$ cat src/rtl/shift_seq_if.sv
// ---------------------------------------------------------------------------
// shift_seq_if
//   Request/response bundle for the multi-cycle shift unit.
//
//   Request side  : in_valid, in_ready, in_data, in_amt, in_op
//   Response side : out_valid, out_ready, out_data
//
//   master modport : the client that issues shift requests and takes results
//   slave modport  : the shift unit itself
// ---------------------------------------------------------------------------
interface shift_seq_if #(
  parameter int WIDTH = 8
);
  localparam int SW = $clog2(WIDTH);

  logic             in_valid;
  logic             in_ready;
  logic [WIDTH-1:0] in_data;
  logic [SW-1:0]    in_amt;
  logic [1:0]       in_op;

  logic             out_valid;
  logic             out_ready;
  logic [WIDTH-1:0] out_data;

  modport master (
    output in_valid,
    input  in_ready,
    output in_data,
    output in_amt,
    output in_op,
    input  out_valid,
    output out_ready,
    input  out_data
  );

  modport slave (
    input  in_valid,
    output in_ready,
    input  in_data,
    input  in_amt,
    input  in_op,
    output out_valid,
    input  out_ready,
    output out_data
  );
endinterface

$ cat src/rtl/shift_seq.sv
// ---------------------------------------------------------------------------
// shift_seq
//   Sequential shifter: applies a shift of 0..WIDTH-1 positions one bit per
//   clock. Supports logical left, logical right, arithmetic right and
//   rotate right. One operation in flight at a time.
//
//   Ports:
//     clk    in  rising-edge clock
//     rst_n  in  asynchronous active-low reset
//     bus    slave modport of shift_seq_if:
//              in_valid/in_ready  request handshake
//              in_data            operand
//              in_amt             unsigned shift amount (log2(WIDTH) bits)
//              in_op              00 SLL, 01 SRL, 10 SRA, 11 ROR
//              out_valid/out_ready result handshake
//              out_data           result (meaningful while out_valid)
//
//   Latency: out_valid rises in_amt cycles after the accepting edge
//   (one cycle for a zero shift). All outputs are decoded from registers,
//   so there is no combinational path from any input to any output.
// ---------------------------------------------------------------------------
module shift_seq #(
  parameter int WIDTH = 8
) (
  input  logic        clk,
  input  logic        rst_n,
  shift_seq_if.slave  bus
);

  localparam int SW = $clog2(WIDTH);

  localparam logic [1:0] OP_SLL = 2'b00;
  localparam logic [1:0] OP_SRL = 2'b01;
  localparam logic [1:0] OP_SRA = 2'b10;
  localparam logic [1:0] OP_ROR = 2'b11;

  typedef enum logic [1:0] {
    ST_IDLE  = 2'd0,
    ST_SHIFT = 2'd1,
    ST_DONE  = 2'd2
  } state_t;

  state_t           r_state;
  logic [WIDTH-1:0] r_work;
  logic [SW-1:0]    r_cnt;
  logic [1:0]       r_op;

  state_t           w_state_nxt;
  logic [WIDTH-1:0] w_work_nxt;
  logic [SW-1:0]    w_cnt_nxt;
  logic [1:0]       w_op_nxt;

  // One-position step of the selected operation.
  function automatic logic [WIDTH-1:0] f_step(
    input logic [WIDTH-1:0] w,
    input logic [1:0]       op
  );
    logic [WIDTH-1:0] res;
    res = w;
    case (op)
      OP_SLL:  res = {w[WIDTH-2:0], 1'b0};
      OP_SRL:  res = {1'b0, w[WIDTH-1:1]};
      OP_SRA:  res = {w[WIDTH-1], w[WIDTH-1:1]};
      OP_ROR:  res = {w[0], w[WIDTH-1:1]};
      default: res = w;
    endcase
    return res;
  endfunction

  // State and datapath registers. The working register is cleared on reset
  // so that out_data reads zero while nothing has been computed.
  always_ff @(posedge clk or negedge rst_n) begin
    if (!rst_n) begin
      r_state <= ST_IDLE;
      r_work  <= '0;
      r_cnt   <= '0;
      r_op    <= OP_SLL;
    end else begin
      r_state <= w_state_nxt;
      r_work  <= w_work_nxt;
      r_cnt   <= w_cnt_nxt;
      r_op    <= w_op_nxt;
    end
  end

  // Next-state and datapath update.
  always_comb begin
    w_state_nxt = r_state;
    w_work_nxt  = r_work;
    w_cnt_nxt   = r_cnt;
    w_op_nxt    = r_op;

    case (r_state)
      ST_IDLE: begin
        if (bus.in_valid) begin
          w_work_nxt = bus.in_data;
          w_op_nxt   = bus.in_op;
          w_cnt_nxt  = bus.in_amt;
          // A zero shift skips SHIFT entirely and presents the operand.
          w_state_nxt = (bus.in_amt == '0) ? ST_DONE : ST_SHIFT;
        end
      end

      ST_SHIFT: begin
        w_work_nxt = f_step(r_work, r_op);
        w_cnt_nxt  = r_cnt - SW'(1);
        // The last step is taken on the cycle count reads 1.
        if (r_cnt == SW'(1)) begin
          w_state_nxt = ST_DONE;
        end
      end

      ST_DONE: begin
        if (bus.out_ready) begin
          w_state_nxt = ST_IDLE;
        end
      end

      default: begin
        w_state_nxt = ST_IDLE;
      end
    endcase
  end

  assign bus.in_ready  = (r_state == ST_IDLE);
  assign bus.out_valid = (r_state == ST_DONE);
  assign bus.out_data  = r_work;

endmodule

$ cat src/flat_wrapper.sv
// flat-port wrapper written by rule: the top's interface ports become plain ports
module shift_seq_flat 
#(
  parameter int WIDTH = 8
)
  (clk, rst_n, bus_in_valid, bus_in_ready, bus_in_data, bus_in_amt, bus_in_op, bus_out_valid, bus_out_ready, bus_out_data);
  shift_seq_if #(.WIDTH(WIDTH)) bus_i ();
  input  logic clk;
  input  logic rst_n;
  input wire logic [$bits(bus_i.in_valid)-1:0] bus_in_valid;
  output wire logic [$bits(bus_i.in_ready)-1:0] bus_in_ready;
  input wire logic [$bits(bus_i.in_data)-1:0] bus_in_data;
  input wire logic [$bits(bus_i.in_amt)-1:0] bus_in_amt;
  input wire logic [$bits(bus_i.in_op)-1:0] bus_in_op;
  output wire logic [$bits(bus_i.out_valid)-1:0] bus_out_valid;
  input wire logic [$bits(bus_i.out_ready)-1:0] bus_out_ready;
  output wire logic [$bits(bus_i.out_data)-1:0] bus_out_data;
  assign bus_i.in_valid = bus_in_valid;
  assign bus_in_ready = bus_i.in_ready;
  assign bus_i.in_data = bus_in_data;
  assign bus_i.in_amt = bus_in_amt;
  assign bus_i.in_op = bus_in_op;
  assign bus_out_valid = bus_i.out_valid;
  assign bus_i.out_ready = bus_out_ready;
  assign bus_out_data = bus_i.out_data;
  shift_seq #(.WIDTH(WIDTH)) u_core (.clk(clk), .rst_n(rst_n), .bus(bus_i));
endmodule
$ cat config.mk
export PLATFORM = sky130hd
export DESIGN_NAME = shift_seq_flat
export DESIGN_NICKNAME = d
export VERILOG_FILES = /design/src/rtl/shift_seq_if.sv /design/src/rtl/shift_seq.sv /design/src/flat_wrapper.sv
export SDC_FILE = /design/constraint.sdc
export NUM_CORES = 1
export LEC_CHECK = 0
export CELL_PAD_IN_SITES_DETAIL_PLACEMENT = 1
export CELL_PAD_IN_SITES_GLOBAL_PLACEMENT = 1
export CORE_UTILIZATION = 38
export CTS_BUF_LIST = sky130_fd_sc_hd__clkbuf_4
export DETAILED_ROUTE_END_ITERATION = 7
export PLACE_DENSITY = 0.92
export SETUP_SLACK_MARGIN = 0.15
export SLEW_MARGIN = 20
export SYNTH_ARGS = -nofsm -noshare
export SYNTH_HDL_FRONTEND = slang
export SYNTH_SLANG_ARGS = --single-unit
$ cat constraint.sdc
create_clock -name clk -period 3.1 [get_ports clk]
set_input_delay 0.93 -clock clk [delete_from_list [all_inputs] [get_ports clk]]
set_output_delay 0.93 -clock clk [all_outputs]
set_load 0.01 [all_outputs]
### Word level (Yosys, flattened, before mapping)

Cells that the tools add are included.

* reductions and logical operators: 8
* mux-type cells: 10
* add/sub/neg operators: 1
* equal/unequal tests: 10

Operators with widths (count)
* $pmux 8 s4: 1
* $pmux 8 s2: 1
* $mux 2: 4
* $mux 8: 1
* $eq 2x2->1 const B: 3
* $pmux 2 s3: 1
* $pmux 3 s2: 1
* $reduce_and 3->1: 2
* $eq 2x1->1 const B: 2
* $logic_not 2->1: 2
* $ne 2x1->1 const B: 2
* $ne 2x2->1 const B: 2
* $reduce_and 2->1: 2
* $eq 3x1->1 const B: 1
* $logic_not 3->1: 1
* $mux 3: 1
* $sub 3x1->3 const B: 1
* $reduce_bool 2->1: 1

* bits of input ports: 17
* output and inout port bits: 10
* flip-flop bits (word level): 15

### Longest topological paths before layout

* word-level depth: 4
* mapped depth: 5
* gate-level depth less buffers: 5

### Least setup slack after synthesis

OpenSTA, ideal clock, no wires.

* path type: input to register
* start: in bus_in_amt[1]
* end: reg u_core.r_state[1]
* path slack: 1.455 ns
* path buffers: 0
* stages on the path: 3
* arrival time: 1.563 ns
* required time: 3.018 ns
* cells stage by stage: or3_1 o22a_1 o22ai_1

* cells in the longest elaborated chain, start to end: 4

Ends and longest elaborated chain
* start: declaration: line flat_wrapper.sv:13 `input wire logic [$bits(bus_i.in_amt)-1:0] bus_in_amt;`
* $logic_not 3->1: line shift_seq.sv:100 `w_state_nxt = (bus.in_amt == '0) ? ST_DONE : ST_SHIFT;`
* $mux 2: line shift_seq.sv:100
* $mux 2: line shift_seq.sv:95 `if (bus.in_valid) begin`
* $pmux 2 s3: line shift_seq.sv:93 `case (r_state)`
* end signal: assignment: line shift_seq.sv:79 `r_state <= w_state_nxt;`
* end: declaration: line shift_seq.sv:43 `state_t r_state;`

Every way passes these cells. The select of a mux whose other input is x is not followed.
A chain may end at the register's enable or synchronous reset.

### Final worst setup path

* start: reg u_core.r_state[1]
* end: out bus_out_valid

* cells in the longest elaborated chain, start to end: 1

Ends and longest elaborated chain
* $eq 2x2->1: line shift_seq.sv:126 `assign bus.out_valid = (r_state == ST_DONE);`
* end: declaration: line flat_wrapper.sv:15 `output wire logic [$bits(bus_i.out_valid)-1:0] bus_out_valid;`

Every way passes these cells.

==> metrics list <==
* Outcome: completed
- Number of buffers added to fix hold violations after cts: 0
- The tool flagged a number of max-cap violations equal to 0.
- Standard cell core area: 2190 um^2
- The floorplan step defined a die boundary enclosing 2520 um^2.
* Kind of end point of the critical path: output port
- CTS built an H-tree with a depth of 1.
* Synthesis warning total: 0
- Vertical die dimension: 50.2 um
- Area delta synth->final: 34.3%
- A synthesized cell averages 10.0 um^2.
- For this run the aggregate overflow at the end of global routing stands at 0.
* Core Rows: 17
* NumNets Final: 134
- Number of failing setup endpoints in the final timing report: 0
- For the final database, setup skew stands at 0.00741 ns.
- Critical Path Source Type: flop
- WS Path Type: reg -> out
* Number of pins exceeding their max-slew limit in the final report: 0
- In this run, CTS created clock tree buffers numbering 3.
- Timing would allow up to 375 MHz.
* Wire length of the first global-routing pass: 4230 um
* Number of failing hold endpoints at the final stage: 0
- VDD sags by at most 476 uV.
- Number of optimization iterations in the first detailed-route pass: 4
* Clock net sink count: 15
- STA puts the critical path data required time at 2.17 ns.
- Buffers placed on the I/O ports in this run total 26.
* Fraction of final layout cells with drive strength greater than 1: 0.105
- Setup repair after global routing left no endpoint under its margin.
* Post-CTS setup buffer count: 0
- Subtracting the final worst setup slack from the clock period gives 2.66 ns.
- CP Max Fanout: 11
* CTS tree: built
- After routing the design area is 1190 um^2.
- FF+latch count, synth: 15
- For this run, the total global-route usage over all layers was measured as 0.227.
- Via count of the first global-routing pass: 844
- Post-synthesis cell count: 88
* Number of diodes: 0
- Total via count after detailed routing: 822
* I/O pin total: 27
* Residual DRC: 0
* Post-synthesis cell type count: 30
- Of the available clock period, the critical path in the final layout requires 0.859.
- The routed design has 2460 um of wire.
- Area after detailed placement: 1160 um^2
- Routed Antenna Nets: 0
* Gpl congestion: 0.809
* Smallest setup slack after layout: 0.436 ns
- Portion of the post-synthesis area used by sequential elements: 0.425
* Arr. time, crit path: 1.73 ns
* Worst-case headroom to the max-slew limit: 0.534
- The count of cells in the finished layout, fillers not included, comes to 142.
- The initial antenna violation count came to 0.
- The library cell used most frequently in the layout, excluding fill and tap cells, is sky130_fd_sc_hd__clkdlybuf4s50_1.
* Total power divided by cell area: 1000 nW/um^2
- Number of instances in the placed design: 138
* Layout Utilization: 0.541
- The top cell types in the final layout, fill and taps aside, are sky130_fd_sc_hd__clkdlybuf4s50_1 (26), sky130_fd_sc_hd__dfrtp_1 (15), sky130_fd_sc_hd__nor2_1 (11), sky130_fd_sc_hd__o22ai_1 (9).
- After clock tree synthesis, the repair step resized 0 gates.
- Entering global routing, the biggest net connects 16 pins.
- DIE WIDTH: 50.2 um
- Setup TNS after final layout: 0 ns
- Timing analysis after detailed placement gives a worst setup slack of 0.664 ns.
- After synthesis the cells add up to 883 um^2.
* Starting density of the core: 0.403
- After clock tree synthesis, the clock-pin slew on the worst setup and hold paths is 0.09 ns.
* Clock latency of the later-clocked register in the worst-skew pair: 0.29 ns
- Worst-margin pin slew: 0.697 ns
- The path class of the tightest hold or removal check is reg -> reg.
* Synthesized netlist net count: 107
- Counting along the longest clock path gives a buffer depth of 2.
- The cell sitting at the root of the clock tree is a sky130_fd_sc_hd__clkbuf_4.
- Final HPWL DP: 1860 um
- The completed layout was analyzed and its total power is 1.19 mW.
- The analysis attributes to cell leakage a power of 0.475 nW.
* Worst slack on hold paths: 0.593 ns
- Number of DRC markers after the initial detailed-route iteration: 19
* Number of vias per cell: 5.79
- After detailed routing, the average wire length per cell comes to 17.4 um.
-- cell families (layout without fill, tap and decap cells) --
logic type,Yosys count,in the layout,share of synthesized area
compound gates,31,31,0.256
fa+ha+maj,2,2,0.0283
buf+inv,9,35,0.0510
flops,15,15,0.425
mux,8,8,0.0935
simple gates,23,23,0.146
-- cell usage after synthesis, drive strengths merged --
| cell type | n | area [um^2] |
|---|---|---|
| a211oi | 1 | 7.51 |
| o21bai | 1 | 7.51 |
| nor2b | 1 | 6.26 |
| dfrtp | 15 | 375 |
| nand3 | 1 | 5.00 |
| o22ai | 9 | 56.3 |
| nor3b | 1 | 12.5 |
| mux2i | 6 | 60.1 |
| nor2 | 12 | 52.6 |
| inv | 3 | 11.3 |
| a21oi | 3 | 15.0 |
| ha | 2 | 25.0 |
| a21boi | 1 | 7.51 |
| and3b | 2 | 17.5 |
| o22a | 2 | 17.5 |
| buf | 5 | 30.0 |
| a22oi | 2 | 15.0 |
| mux2 | 2 | 22.5 |
| o41ai | 1 | 16.3 |
| and3 | 1 | 6.26 |
| clkinv | 1 | 3.75 |
| o21ai | 4 | 20.0 |
| or3 | 1 | 6.26 |
| nand2 | 1 | 3.75 |
| o221a | 1 | 11.3 |
| a221oi | 6 | 52.6 |
| nand2b | 3 | 18.8 |
-- worst max-delay path, cell delays in order (launching register included) --
cell	delay (ns)
sky130_fd_sc_hd__dfrtp_1	0.58
sky130_fd_sc_hd__inv_2	0.18
sky130_fd_sc_hd__nor2_1	0.14
sky130_fd_sc_hd__clkdlybuf4s50_1	0.55
-- power breakdown --
part	internal, mW	switching [mW]
Sequential	0.295	0.149
Clock	0.0588	0.0620
Combinational	0.335	0.290
-- metal layers --
layer / track usage / part of all wire / vias up
li1: - / - / 386
met5: 0 / 0 / -
met2: 0.382 / 0.49 / 26
met4: 0.0571 / 0.0057 / 0
met3: 0.0333 / 0.045 / 2
met1: 0.303 / 0.45 / 408
-- flip-flops by register name, summed over array words and instances (netlist names) --
register and flops:
u_core.bus.out_data 8, u_core.r_cnt 3, u_core.r_op 2, u_core.r_state 2
-- cell type report --
class                           instances  area (um^2)
Clock buffer                            4         30.0
Inverter                                4         15.0
Multi-Input combinational cell         64          463
Fill cell                             247         1000
Tap cell                               28         35.0
Timing Repair Buffer                   27          268
Sequential cell                        15          375
-- path summary, 6_finish.rpt --
path | cells after the start | endpoint | slack [ns] | startpoint
worst max-delay path | 3 | bus_out_valid | 0.44 | u_core.r_state[1]
worst min-delay path | 2 | u_core.bus.out_data[7] | 0.59 | u_core.bus.out_data[7]
worst max register to register | 3 | u_core.r_cnt[1] | 1.45 | u_core.r_state[0]
worst min register to register | 2 | u_core.bus.out_data[7] | 0.59 | u_core.bus.out_data[7]
max in group asynchronous | 1 | u_core.bus.out_data[2] | 1.60 | rst_n
min in group asynchronous | 1 | u_core.bus.out_data[0] | 1.05 | rst_n
Note: power is estimated with default switching activity, not from simulation.
